`config.mk`:
```
export PLATFORM = sky130hd
export DESIGN_NAME = fft_stage_ctrl
export DESIGN_NICKNAME = d
export VERILOG_FILES = /design/src/rtl/fft_pkg.sv /design/src/rtl/fft_stage_ctrl.sv
export SDC_FILE = /design/constraint.sdc
export NUM_CORES = 1
export LEC_CHECK = 0
export CORE_AREA = 2 2 39 41
export CTS_BUF_LIST = sky130_fd_sc_hd__clkbuf_4
export DETAILED_ROUTE_END_ITERATION = 16
export DIE_AREA = 0 0 41 43
export GPL_ROUTABILITY_DRIVEN = 0
export GPL_TIMING_DRIVEN = 1
export PLACE_DENSITY_LB_ADDON = 0.2
export SLEW_MARGIN = 20
export SYNTH_ARGS = -nofsm -noshare
export SYNTH_HDL_FRONTEND = slang
export SYNTH_SLANG_ARGS = --single-unit
```
`constraint.sdc`:
```
create_clock -name clk -period 3.5 [get_ports clk]
set_clock_uncertainty 0.1 [all_clocks]
set_input_delay 0.35 -clock clk [delete_from_list [all_inputs] [get_ports clk]]
set_output_delay 0.35 -clock clk [all_outputs]
set_load 0.005 [all_outputs]
```
`src/rtl/fft_pkg.sv`:
```
// Shared definitions for the FFT stage controller: state encoding and default depth.
package fft_pkg;

  // Default block delay of the controlled shift register (power of two, >= 2).
  localparam int DEFAULT_DEPTH = 16;

  // Frame phases: fill the delay line, combine with the buffer head, then flush it.
  typedef enum logic [1:0] {
    FILL  = 2'd0,
    BFLY  = 2'd1,
    DRAIN = 2'd2
  } state_t;

endpackage

```
`src/rtl/fft_stage_ctrl.sv`:
```
// FFT stage controller: sequences a radix-2 delay-feedback stage through
// FILL (load DEPTH blocks), BFLY (combine DEPTH blocks with the buffer head)
// and DRAIN (flush DEPTH buffered differences).
// Optional feature: define FFT_CTRL_STALL_CNT_EN to add a 16-bit saturating
// stall_cnt output counting cycles where din_valid=1 but din_ready=0.
module fft_stage_ctrl
  import fft_pkg::*;
#(
  parameter int DEPTH = DEFAULT_DEPTH,
  parameter int CNT_W = $clog2(DEPTH)
) (
  input  logic             clk,
  input  logic             rst,
  input  logic             din_valid,
  output logic             din_ready,
  output logic             sr_shift_en,
  output logic             bfly_en,
  output logic             sel_diff,
  output logic [CNT_W-1:0] tw_idx,
  output logic             dout_valid,
  output logic             frame_done,
  output logic             busy
`ifdef FFT_CTRL_STALL_CNT_EN
  ,
  output logic [15:0]      stall_cnt
`endif
);

  localparam logic [CNT_W-1:0] CNT_LAST = CNT_W'(DEPTH - 1);

  state_t           state_reg;
  state_t           state_next;
  logic [CNT_W-1:0] cnt_reg;
  logic             cnt_last;
  logic             is_drain;

  assign cnt_last = (cnt_reg == CNT_LAST);
  assign is_drain = (state_reg == DRAIN);

  // Idle means "at the very start of a frame": nothing buffered yet.
  assign busy = !((state_reg == FILL) && (cnt_reg == '0));

  // Strobes and phase transition, all derived from state, cnt and din_valid.
  // sr_shift_en doubles as the "advance the phase counter" qualifier.
  always_comb begin
    din_ready   = 1'b0;
    sr_shift_en = 1'b0;
    bfly_en     = 1'b0;
    sel_diff    = 1'b0;
    tw_idx      = '0;
    state_next  = state_reg;
    case (state_reg)
      FILL: begin
        din_ready   = 1'b1;
        sr_shift_en = din_valid;
        if (din_valid && cnt_last) begin
          state_next = BFLY;
        end
      end
      BFLY: begin
        din_ready   = 1'b1;
        sr_shift_en = din_valid;
        bfly_en     = din_valid;
        tw_idx      = cnt_reg;
        if (din_valid && cnt_last) begin
          state_next = DRAIN;
        end
      end
      DRAIN: begin
        // Input is blocked; the delay line keeps moving to flush differences.
        sr_shift_en = 1'b1;
        sel_diff    = 1'b1;
        if (cnt_last) begin
          state_next = FILL;
        end
      end
      default: begin
        // Unused encoding: fall back to the start of a frame.
        state_next = FILL;
      end
    endcase
  end

  // Phase state, phase counter and the registered output flags.
  always_ff @(posedge clk) begin
    if (rst) begin
      state_reg  <= FILL;
      cnt_reg    <= '0;
      dout_valid <= 1'b0;
      frame_done <= 1'b0;
`ifdef FFT_CTRL_STALL_CNT_EN
      stall_cnt  <= 16'd0;
`endif
    end else begin
      state_reg  <= state_next;
      dout_valid <= bfly_en | is_drain;
      frame_done <= is_drain & cnt_last;
      // DEPTH is a power of two, so the counter wraps to 0 exactly at the
      // phase boundary without an explicit clear.
      if (sr_shift_en) begin
        cnt_reg <= cnt_reg + 1'b1;
      end
`ifdef FFT_CTRL_STALL_CNT_EN
      if (din_valid && !din_ready && (stall_cnt != 16'hFFFF)) begin
        stall_cnt <= stall_cnt + 16'd1;
      end
`endif
    end
  end

endmodule

```
Word level (Yosys, flattened, before mapping). Index checks and enable logic that the tools add are counted.

$add $sub $neg: 1. Equality and inequality tests: 6. Muxes and demuxes: 9. Bitwise logic cells: 2. Reduce and logical (&&, ||, !) cells: 7.

Operator list (count): $mux 2 (3); $pmux 2 s3 (1); $add 4x1->4 const B (1); $eq 4x4->1 const B (1); $logic_not 4->1 (1); $mux 4 (1); $ne 2x2->1 const B (2); $mux 1 (3); $reduce_and 3->1 (1); $eq 2x1->1 const B (1); $eq 2x2->1 const B (1); $logic_and 1x1->1 (2); $logic_not 2->1 (1); $ne 2x1->1 const B (1); $pmux 1 s2 (1); $reduce_or 2->1 (1); $and 1x1->1 (1); $logic_not 1->1 (1); $or 1x1->1 (1).

Flip-flop bits (word level): 8. Input bits: 3. Output and inout port bits: 11. Logic and storage cells: 29.

Depth between registers and ports, before layout.
Depth in word-level cells: 4. Gate-level depth with buffers: 4. Depth with buffers taken out: 4.

Worst setup path before layout. No wires, ideal clock.

Path type: reg2reg. Start point: register state_reg[0]. End point: register cnt_reg[2]. Library setup time: 0.121 ns. Data arrival time: 1.128 ns. Data required time: 3.279 ns. Setup slack: 2.152 ns. Cell stages (with the launch flop): 5. Period minus slack after synthesis: 1.348 ns. Cell sequence: dfxtp_1 -> nand2b_4 -> clkinv_2 -> o21ai_0 -> mux2_2.

Word-level cells in the longest chain between the ends: 3. Elaborated cells between the ends (all ways): 5. Those cells by class: eq/ne: 2; mux: 1; reduce/logical: 2.

Ends and longest elaborated chain: start, declared (line fft_stage_ctrl.sv:31) `state_t state_reg;`; start signal, assigned (line fft_stage_ctrl.sv:95) `state_reg <= state_next;`; $eq 2x1->1 / $logic_not 2->1 (equally long branches) (line fft_stage_ctrl.sv:52) `case (state_reg)`; $reduce_or 2->1 (no line); $pmux 1 s2 (*) (line fft_stage_ctrl.sv:52); end signal, assigned (line fft_stage_ctrl.sv:101) `cnt_reg <= cnt_reg + 1'b1;`; end, declared (line fft_stage_ctrl.sv:33) `logic [CNT_W-1:0] cnt_reg;`.

Every way passes the cells marked *; elsewhere a longest branch is shown, timed or not. A chain may end at the register's enable or synchronous reset.

Final worst setup path.
Start point: register state_reg[1]. End point: output tw_idx[3].

Word-level cells in the longest chain between the ends: 2.

Ends and longest elaborated chain: $eq 2x1->1 (line fft_stage_ctrl.sv:52); $mux 4 (line fft_stage_ctrl.sv:52); end, declared (line fft_stage_ctrl.sv:19) `output logic [CNT_W-1:0] tw_idx,`.

Every way passes these cells.

==> flow_metrics.py <==
metrics = {
    "synthesis": {
        "synthAdderAreaFrac_pct": 5.764,
        "synthFlopType": "dfxtp_1",
        "synth_area_leaders": "dfxtp_1 (37%), and2_1 (5.8%), ha_1 (5.8%)",
        "synth_compound_area_share_pct": 8.069,
        "syn_avg_cell_area_um2": 8.683,
        "synth_xor_area_share_pct": 2.017,
        "synthSimpleGateAreaFrac_pct": 34.29,
        "synth_top_family_by_area": "simple AND/OR/NAND/NOR gates",
        "synth_area_leader_cell": "dfxtp_1",
        "synth_mux_area_share_pct": 8.357,
        "syn_inst": 50,
        "synth_edf_count": 0,
        "ys_seq_elements": 8,
        "yosysSeqAreaShare_pct": 36.89,
        "synth_async_sr_flop_share_pct": 0,
        "synth_top_area_share_pct": 36.89,
        "ys_types": 24,
        "yosys_warnings": 0,
        "synth_nets": 55,
        "syn_area_um2": 434.2,
    },
    "route": {
        "antenna_left": 0,
        "route.detailed.drc": 0,
        "drt_iter0_drc": 11,
        "postRouteWirelength_um": 849,
        "dr.pass1.iters": 2,
        "num_vias": 384,
        "wl_per_cell_um": 10.48,
        "vias_per_cell": 4.741,
    },
    "power_and_ir_drop": {
        "power_frac_seq_pct": 52.8,
        "p_int_w": 0.0001416,
        "power_frac_comb_pct": 9.4,
        "p_sw_share_pct": 22.07,
        "fin_total_pwr_w": 0.0001817,
        "powerDensity_mw_per_mm2": 301.2,
        "p_switching_w": 0.00004009,
        "p_leak_nw": 0.2492,
        "clockPowerShare_pct": 37.7,
        "irDropWorstVdd_uv": 206.4,
    },
    "floorplan": {
        "fp.dieArea_mm2": 0.001763,
        "initial_core_util_pct": 31.37,
        "die_h_um": 43,
        "die_x_um": 41,
        "ios": 14,
        "row_count": 14,
        "core_mm2": 0.001384,
    },
    "setup_path": {
        "critPathArrivalTime_ns": 1.57,
        "startpoint_type": "register",
        "worstPathMaxFanout": 8,
        "cp.required_ns": 3.05,
        "crit_type": "reg2out",
        "reg2reg_slack_ns": 2.02,
        "reg2reg_from": "state_reg[0]$_SDFFE_PP0P_",
        "rr_worst_depth": 4,
        "r2r_end": "cnt_reg[2]$_SDFFE_PP0P_",
        "cp-end-kind": "output pin",
    },
    "place": {
        "place_ws_ns": 1.472,
        "port_buffers": 13,
        "dp_hpwl_um": 648.2,
    },
    "global_route": {
        "grt_pass1_wl_mm": 1.442,
        "overflow": 0,
        "grt_max_degree": 11,
        "grt_use_total_pct": 12.58,
        "grt_pass1_vias": 344,
        "antenna_found_initial": 0,
    },
    "sta": {
        "min_period_over_period_pct": 57.83,
        "fin_crit_ns": 2.024,
        "relSlewSlack_pct": 75.31,
        "max_freq_mhz": 494.0,
        "setup_tns_ns": 0,
        "max_slew.worst_pin.slew_ns": 0.3691,
        "worst_slack_ns": 1.476,
        "finalHoldViolations": 0,
        "rsz0062_at_grt": "no",
        "setup_viol": 0,
        "drv_slew": 0,
    },
    "hold_path": {
        "whs_path_depth": 2,
        "hold_class": "reg2reg",
        "holdCritStartpoint": "cnt_reg[1]$_SDFFE_PP0P_",
        "hold_end": "cnt_reg[1]$_SDFFE_PP0P_",
    },
    "status": {
        "outcome": "finished, final reports clean",
    },
    "cells_and_area": {
        "num_antenna_cells": 0,
        "final_nets": 72,
        "areaGrowthSynthToFinish_pct": 38.90,
        "fill_cells": 152,
        "layout-drive-gt1-share_pct": 12.31,
        "largest_reg_flops": 4,
    },
    "clocking": {
        "cts_tree": "done",
        "ctsResizeCount": 0,
        "clockBufferDepth": 2,
        "cts.sinks": 8,
        "clk_pin_slew_ns": 0.05,
        "cts_root_buffer": "clkbuf_4",
        "cts_buffers": 3,
        "cts_setup_buffers": 0,
        "ctsHtreeMaxLevel": 1,
        "insertion_delay_ns": 0.25,
        "cts_hold_buf": 0,
    },
    "run": {
        "maxCapViolCount": 0,
    },
}
metal layers:
| metal | part of all wire (%) | up-vias | global-route usage, % |
|---|---|---|---|
| li1 | - | 198 | - |
| met1 | 46 | 176 | 14.56 |
| met2 | 47 | 8 | 17.50 |
| met3 | 5.9 | 2 | 7.853 |
| met4 | 1.2 | 0 | 6.000 |
| met5 | 0 | - | 0 |
logic make-up (layout without fill, tap and decap cells):
kind of cell               after synthesis  after routing
buffers and inverters                    5             20
DFF                                      8              8
muxes                                    3              3
xor gates and xnor gates                 1              1
adders and majority gates                2              2
and+or+nand+nor                         26             26
AOI/OAI and AO/OA                        5              5
layout by cell type (no fill, tap or decap), drive strengths merged, types with 2 or more instances in the layout:
cell type      instances
nand3                  2
nor2                   5
clkdlybuf4s50         13
clkbuf                 3
dfxtp                  8
nor3                   4
nand2                  2
mux2                   2
nor2b                  3
ha                     2
nand2b                 2
a21oi                  2
o21ai                  2
and2                   4
inv                    3
final cells by class:
class	instances	area [um2]	area share [%]
multi-input combinational	37	254.0	42.12
inverter	4	16.27	2.697
sequential	8	160.2	26.56
clock buffer	3	22.52	3.734
timing repair buffer	13	130.1	21.58
tap	16	20.02	3.320
stage by stage:
step	utilization, %	hold WS, ns	instance area (um2)	std cells
finish	43.58	0.4391	603.1	81
global route	43.58	0.4938	603.1	81
CTS	43.58	0.4447	603.1	81
detailed placement	41.95	0.4374	580.6	78
global placement	41.95	0.4245	580.6	78
floorplan	-	0.3920	434.2	50
critical path: stages (launching register included):
cell,delay [ns]
dfxtp_1,0.48
and2b_1,0.26
and2_1,0.16
clkdlybuf4s50_1,0.43
cells in the mapped netlist (2+ instances only):
master / instances
a21oi_1: 2
nand2_1: 2
dfxtp_1: 8
nor2_1: 5
nor3_1: 4
o21ai_0: 2
ha_1: 2
nand3_1: 2
and2_1: 4
nor2b_1: 3
inv_1: 3
power groups by stage:
stage / logic, W / clock network [W] / registers [W]
floorplan: 0.00000923 / 0 / 0.0000972
global placement: 0.0000175 / 0 / 0.0000978
detailed placement: 0.0000174 / 0 / 0.0000979
CTS: 0.0000176 / 0.0000724 / 0.0000959
global route: 0.0000200 / 0.0000808 / 0.0000961
finish: 0.0000171 / 0.0000685 / 0.0000960
how the worst max path moves through the flow:
stage	from	to	slack (ns)
finish	state_reg[1]$_SDFFE_PP0P_	tw_idx[3]	1.48
global route	state_reg[1]$_SDFFE_PP0P_	tw_idx[2]	1.37
CTS	state_reg[1]$_SDFFE_PP0P_	tw_idx[0]	1.46
detailed placement	din_valid	bfly_en	1.47
global placement	din_valid	bfly_en	1.48
floorplan	state_reg[0]$_SDFFE_PP0P_	cnt_reg[2]$_SDFFE_PP0P_	2.15
No activity file was read; power rests on OpenSTA's default activity.
